**config.mk**
```make
export PLATFORM = sky130hd
export DESIGN_NAME = pedestrian_crossing_n
export DESIGN_NICKNAME = d
export VERILOG_FILES = /design/src/rtl/pedestrian_crossing_n.sv
export SDC_FILE = /design/constraint.sdc
export NUM_CORES = 1
export LEC_CHECK = 0
export BUFFER_PORTS_ARGS = -buffer_cell sky130_fd_sc_hd__buf_2
export CAP_MARGIN = 20
export CORE_MARGIN = 2
export CORE_UTILIZATION = 40
export CTS_BUF_LIST = sky130_fd_sc_hd__clkbuf_8
export DETAILED_ROUTE_END_ITERATION = 7
export GPL_TIMING_DRIVEN = 0
export PLACE_DENSITY = 0.66
export SETUP_SLACK_MARGIN = 0.05
export SYNTH_ARGS = -nofsm -noshare
export SYNTH_HDL_FRONTEND = slang
export SYNTH_SLANG_ARGS = --single-unit
```
**constraint.sdc**
```tcl
create_clock -name CLK -period 2.41 [get_ports CLK]
set_clock_uncertainty 0.1 [all_clocks]
set_input_delay 0.241 -clock CLK [delete_from_list [all_inputs] [get_ports CLK]]
set_output_delay 0.241 -clock CLK [all_outputs]
set_load 0.02 [all_outputs]
```
**src/rtl/pedestrian_crossing_n.sv**
```systemverilog
`default_nettype none
// ============================================================================
//  Module      : pedestrian_crossing_n
//  Description : Multi-crosswalk pedestrian controller. Latches button
//                presses, decodes the vehicle phase into per-crosswalk
//                safe flags and runs an independent DONT_WALK/WALK/FLASH
//                timer per crosswalk. Asserts hold_req while any
//                crosswalk is in its walk or clearance interval.
//  Revision    : 1.0  initial release
// ============================================================================
module pedestrian_crossing_n #(
    parameter int                      NUM_XING     = 4,
    parameter int                      STATE_W      = 5,
    parameter int                      WALK_CYCLES  = 8,
    parameter int                      FLASH_CYCLES = 4,
    parameter logic [16*NUM_XING-1:0]  SAFE_MAP     = 64'h00C3
) (
    input  logic                    CLK,
    input  logic                    rst,
    input  logic [STATE_W-1:0]      state1,
    input  logic [NUM_XING-1:0]     ps,
    output logic [2*NUM_XING-1:0]   p_light,
    output logic [NUM_XING-1:0]     req_pend,
    output logic                    hold_req
);

    localparam int c_MAX_CYC = (WALK_CYCLES > FLASH_CYCLES) ? WALK_CYCLES : FLASH_CYCLES;
    localparam int c_CNT_W   = $clog2(c_MAX_CYC + 1);
    // Phase codes are compared after zero-extension so that narrow
    // STATE_W values never alias onto a higher phase index.
    localparam int c_EXT_W   = STATE_W + 32;

    localparam logic [c_CNT_W-1:0] c_WALK_LOAD  = c_CNT_W'(WALK_CYCLES - 1);
    localparam logic [c_CNT_W-1:0] c_FLASH_LOAD = c_CNT_W'(FLASH_CYCLES - 1);
    localparam logic [c_CNT_W-1:0] c_CNT_ONE    = c_CNT_W'(1);

    // Lamp encoding doubles as the state encoding, so p_light comes
    // straight from the state flops.
    typedef enum logic [1:0] {
        ST_DONT_WALK = 2'b00,
        ST_WALK      = 2'b01,
        ST_FLASH     = 2'b10
    } xing_state_t;

    logic [NUM_XING-1:0] ps_prev_q;
    logic [NUM_XING-1:0] ps_prev_d;
    logic                hold_q;
    logic                hold_d;
    logic [NUM_XING-1:0] w_press;
    logic [NUM_XING-1:0] w_safe;
    logic [NUM_XING-1:0] w_active;
    logic [c_EXT_W-1:0]  w_state_ext;

    // Rising-edge detect on the buttons; a held button counts once.
    always_comb begin
        ps_prev_d = ps;
        w_press   = ps & ~ps_prev_q;
    end

    // Phase decode: phases 0..15 index SAFE_MAP, anything above is unsafe.
    always_comb begin
        w_state_ext = c_EXT_W'(state1);
        w_safe      = '0;
        for (int p = 0; p < 16; p++) begin
            if (w_state_ext == c_EXT_W'(p)) begin
                w_safe = SAFE_MAP[p*NUM_XING +: NUM_XING];
            end
        end
    end

    // Hold tracks the state each crosswalk is entering on this edge.
    always_comb begin
        hold_d = |w_active;
    end

    // Shared registers: button history and the hold request.
    always_ff @(posedge CLK) begin
        if (!rst) begin
            ps_prev_q <= '0;
            hold_q    <= 1'b0;
        end else begin
            ps_prev_q <= ps_prev_d;
            hold_q    <= hold_d;
        end
    end

    assign hold_req = hold_q;

    generate
        for (genvar gi = 0; gi < NUM_XING; gi++) begin : g_xing
            xing_state_t          state_q;
            xing_state_t          state_d;
            logic [c_CNT_W-1:0]   cnt_q;
            logic [c_CNT_W-1:0]   cnt_d;
            logic                 req_q;
            logic                 req_d;

            // Next state, interval counter and request latch for one crosswalk.
            always_comb begin
                state_d = state_q;
                cnt_d   = cnt_q;
                req_d   = req_q | w_press[gi];
                unique case (state_q)
                    ST_DONT_WALK: begin
                        if ((req_q | w_press[gi]) & w_safe[gi]) begin
                            state_d = ST_WALK;
                            cnt_d   = c_WALK_LOAD;
                            // A press landing on the entry edge is served by this walk.
                            req_d   = 1'b0;
                        end
                    end
                    ST_WALK: begin
                        // Losing the safe phase cuts WALK short but still
                        // grants a full clearance interval.
                        if (!w_safe[gi] || (cnt_q == '0)) begin
                            state_d = ST_FLASH;
                            cnt_d   = c_FLASH_LOAD;
                        end else begin
                            cnt_d   = cnt_q - c_CNT_ONE;
                        end
                    end
                    ST_FLASH: begin
                        if (cnt_q == '0) begin
                            state_d = ST_DONT_WALK;
                        end else begin
                            cnt_d   = cnt_q - c_CNT_ONE;
                        end
                    end
                    default: begin
                        state_d = ST_DONT_WALK;
                        cnt_d   = '0;
                    end
                endcase
            end

            // Crosswalk state register; reset drops straight to DONT_WALK.
            always_ff @(posedge CLK) begin
                if (!rst) begin
                    state_q <= ST_DONT_WALK;
                    cnt_q   <= '0;
                    req_q   <= 1'b0;
                end else begin
                    state_q <= state_d;
                    cnt_q   <= cnt_d;
                    req_q   <= req_d;
                end
            end

            assign p_light[2*gi +: 2] = state_q;
            assign req_pend[gi]       = req_q;
            assign w_active[gi]       = (state_d != ST_DONT_WALK);
        end
    endgenerate

endmodule
`default_nettype wire

```
After elaboration in Yosys (flattened, before gate mapping)
Index checks and enable logic that the tools add are counted.
Word-level totals
  bits in registers: 33
  input port bits: 11
  output and inout bits: 13
  logic and storage cells: 141
Operators by class
  add/subtract/negate cells: 4
  equal/unequal tests: 31
  multiplexer cells: 56
  bitwise operators: 10
  reduce and logical (&&, ||, !) cells: 26
Operator list (count)
  4-bit 2-to-1 mux: 27
  4-bit one-hot mux with 3 select lines: 4
  5-bit by 4-bit == test with 1-bit output, second input constant: 8
  2-bit 2-to-1 mux: 13
  2-bit one-hot mux with 3 select lines: 4
  5-bit by 3-bit == test with 1-bit output, second input constant: 4
  4-bit logical NOT: 4
  2-bit != test, second input constant: 8
  4-bit by 1-bit subtractor with 4-bit output, second input constant: 4
  5-bit by 2-bit == test with 1-bit output, second input constant: 2
  2-bit by 1-bit == test with 1-bit output, second input constant: 4
  2-bit == test, second input constant: 4
  2-bit logical NOT: 4
  1-bit 2-to-1 mux: 8
  2-bit AND reduction: 4
  2-bit nonzero test: 4
  5-bit by 1-bit == test with 1-bit output, second input constant: 1
  5-bit logical NOT: 1
  1-bit bitwise AND: 4
  4-bit bitwise AND: 1
  1-bit logical NOT: 4
  1-bit logical OR: 4
  4-bit NOT: 1
  1-bit bitwise OR: 4
  4-bit OR reduction: 1

Logic depth before layout (Yosys ltp)
  depth in word-level cells: 23
  mapped depth: 8
  gate-level depth less buffers: 7

Worst setup path before layout
No wires, ideal clock.
  kind: flip-flop to flip-flop
  from: register g_xing[2].cnt_q[0]
  to: register hold_q (netlist: hold_req)
  setup time: 120 ps
  data arrival time: 1809 ps
  data required time: 2190 ps
  path slack: 381 ps
  cell stages (with the launch flop): 9
  buffers on the path: 1
  period minus slack after synthesis: 2029 ps
  cells stage by stage: dfxtp_1 -> inv_1 -> ha_1 -> or3b_1 -> buf_6 -> nand2_1 -> o211ai_1 -> or4_1 -> o31a_1
Between the ends
  longest elaborated chain between the ends: 6
  elaborated cells on any way between the ends: 7
  classes of those cells: mux (3); reduce/logical (4)
Ends and longest elaborated chain
  start: declaration: line 93  | logic [c_CNT_W-1:0] cnt_q;
  start signal: assignment: line 144  | cnt_q <= cnt_d;
  4-bit logical NOT (*): line 115, 123
  1-bit logical OR: line 115  | if (!w_safe[gi] || (cnt_q == '0)) begin
  2-bit 2-to-1 mux: line 115
  2-bit one-hot mux with 3 select lines (*): line 103  | unique case (state_q)
  2-bit nonzero test (*): line 151  | assign w_active[gi] = (state_d != ST_DONT_WALK);
  4-bit OR reduction (*): line 73  | hold_d = |w_active;
  end signal: assignment: line 83  | hold_q <= hold_d;
  end: declaration: line 47  | logic hold_q;
Mark *: on every way between the ends. The rest lies on a longest branch, timed or not.
A chain may end at the register's enable or synchronous reset.

Worst setup path in the final report
  from: register g_xing[0].cnt_q[0]
  to: register hold_q (netlist: hold_req)
Between the ends
  longest elaborated chain between the ends: 6
  elaborated cells on any way between the ends: 7
  classes of those cells: mux (3); reduce/logical (4)
Ends and longest elaborated chain (line)
  start: declaration: 93
  start signal: assignment: 144
  4-bit logical NOT (*): 115, 123
  1-bit logical OR: 115
  2-bit 2-to-1 mux: 115
  2-bit one-hot mux with 3 select lines (*): 103
  2-bit nonzero test (*): 151
  4-bit OR reduction (*): 73
Marks and branches as above.

==> metrics.yaml <==
outcome:
  status: "finished, final reports clean"
worst_setup_path:
  cp_max_fo: 7
  setup.worst_path.class: "flop to flop"
  cp.required_ns: 2.48
  cp.arrival_ns: 2.25
  crit_path_start: "g_xing[0].cnt_q[0]$_SDFFE_PN0P_"
  r2r-start: "g_xing[0].cnt_q[0]$_SDFFE_PN0P_"
  startpoint_type: "flop"
  endpoint_kind: "flop"
clock_network:
  htreeDepth: 2
  ctsHoldBuffers: 0
  numCtsBuffers: 5
  cts_tree: "done"
  cts_sinks: 33
  path_clk_slew_ns: 0.07
  cts_root_buf: "clkbuf_8"
  cts_resized: 0
  clk-insertion-delay-late_ns: 0.28
  cts_setup_buffers: 0
  clk_path_buf_depth: 2
timing:
  worstMarginPinSlew_ns: 0.544
  fin_crit_ns: 2.18
  fmaxAchievable_ghz: 0.459
  maxSlewHeadroom: 0.638
  hold_viol: 0
  final_max_slew_viol_count: 0
  setup_violations: 0
  fin_crit_sh: 0.904
  tns_ns: 0
  finalWorstSetupSlack_ns: 0.231
  rsz0062_at_grt: "false"
  holdWs_ns: 0.0678
global_route:
  grt_pass1_vias: 1637
  grt.total_usage: 0.179
  antenna_found_initial: 0
  grt_max_degree: 11
  grt_pass1_wl_um: 7820
  gr-total-overflow: 0
finish:
  fin_nets: 305
  antenna_cells: 0
  syn2layout_area_growth_pct: 14.1
  final_common_cell: "dfxtp_1"
  final_cell_mix: "dfxtp_1 (33), buf_2 (26), a21oi_1 (25), nand2_1 (19), inv_1 (18)"
  final_util: 0.465
  final_layout_size_suffix_gt1_frac: 0.161
  fin_area_um2: 2350
  final_cells: 356
worst_hold_path:
  hold_class: "input pin to flop"
  min-delay-start: "ps[2]"
logic_synthesis:
  async_flop_share: 0
  yosys_warnings: 0
  synth_area_um2: 2060
  synth-seq-area-share: 0.321
  yosysTopAreaCellShare: 0.321
  synth_nets: 275
  synth_area_leaders: "dfxtp_1 (32%), a21oi_1 (6.1%), ha_1 (4.9%), nor2b_1 (4.3%), nand2_1 (3.5%)"
  syn-instance-count: 256
  synth_edf_count: 0
  yosys.cell_types.count: 53
  ys_ff_latch: 33
  synth_ff_type: "dfxtp_1"
  avgSynthCellArea_um2: 8.04
  synth_top_cell_by_area: "dfxtp_1"
die:
  start_util: 0.408
  rows: 26
  fp.dieArea_um2: 5730
  fp.dieH_um: 75.7
  die_w_um: 75.7
  core_area_um2: 5040
  io_pins: 24
power:
  power_frac_clock: 0.365
  p_int_mw: 0.853
  swShare: 0.254
  ir_drop_v: 0.000284
  power_leakage_nw: 0.974
  seqPwrFrac: 0.502
  power_density_nw_per_um2: 488
  pwr-share-comb: 0.133
  power_mw: 1.14
  power.switching_mw: 0.291
placement:
  place_area_um2: 2260
  dp_hpwl_um: 3360
  port_buffers: 23
  placed_cells: 349
  post-place-ws_ns: 0.240
  gp_congestion: 0.852
drt:
  dr.pass1.iters: 4
  drc: 0
  routed_wl_um: 4600
  wire_per_inst_um: 12.9
  viasPerCell: 5.28
  vias: 1879
  drt-initial-drc-count: 204
  antenna_left: 0
run:
  max_cap_violations: 0
## critical path, stage by stage (launching register included)
cell     delay (ns)
dfxtp_1        0.32
inv_1          0.10
ha_1           0.19
nor3b_2        0.40
nor2_1         0.12
or4_1          0.54
o31a_1         0.30
## registers in the layout, indices dropped and copies added, names as in the netlist
signal	flops
g_xing.req_q	4
g_xing.state_q	8
g_xing.cnt_q	16
ps_prev_q	4
hold_req	1
## cells by family (layout without fill, tap and decap cells)
family          count (synthesis)  after routing  share of synthesized area
flops                          33             33                      0.321
xor+xnor                        3              3                     0.0128
compound gates                 73             73                      0.236
buf+inv                        36             66                     0.0839
mux                             3              3                     0.0152
fa+ha+maj                       8              8                     0.0487
simple gates                  100            100                      0.282
## synth_stat cells, drive strengths merged, types with 3 or more instances
cell type	n
dfxtp	33
ha	8
inv	17
nor2b	14
nor3	6
nand2	20
o21ai	12
nand2b	5
a211oi	3
a21boi	3
a31oi	3
or3	4
and2	6
nor2	14
or3b	3
nand4	3
clkbuf	9
nor3b	5
buf	10
o211ai	3
o2111a	4
nand3	5
a21oi	25
o311a	3
o2111ai	3
o31a	3
and3	4
## layer usage
metal  global-route usage  share of wire  vias up  wire length [µm]
li1                     -              -      965                 -
met1                0.246           0.50      868              2290
met2                0.276           0.45       38              2050
met3               0.0423          0.040        8               185
met4               0.0624          0.017        0                77
met5                    0              0        -                 0
## layout make-up
cell class                 instances  area (µm²)
fill                             491        2700
multi-input combinational        187        1220
sequential                        33         661
tap                               70        87.6
clock buffer                       6        82.6
inverter                          17        63.8
timing repair buffer              23         115
clock inverter                     1        3.75
buffer                            19         109
## path summary, 6_finish.rpt
kind	end	cells past startpoint	slack (ns)
worst max-delay path	hold_req$_SDFF_PN0_	6	0.23
worst max register to register	hold_req$_SDFF_PN0_	6	0.23
worst min-delay path	ps_prev_q[2]$_SDFF_PN0_	2	0.07
worst min register to register	g_xing[2].cnt_q[1]$_SDFFE_PN0P_	2	0.42
## power groups by stage
stage	clock network (mW)	logic, mW	registers [mW]
floorplan	0	0.111	0.585
global placement	0	0.151	0.586
detailed placement	0	0.152	0.586
CTS	0.428	0.153	0.574
global route	0.455	0.171	0.576
finish	0.417	0.152	0.574
No activity file was read; power rests on OpenSTA's default activity.
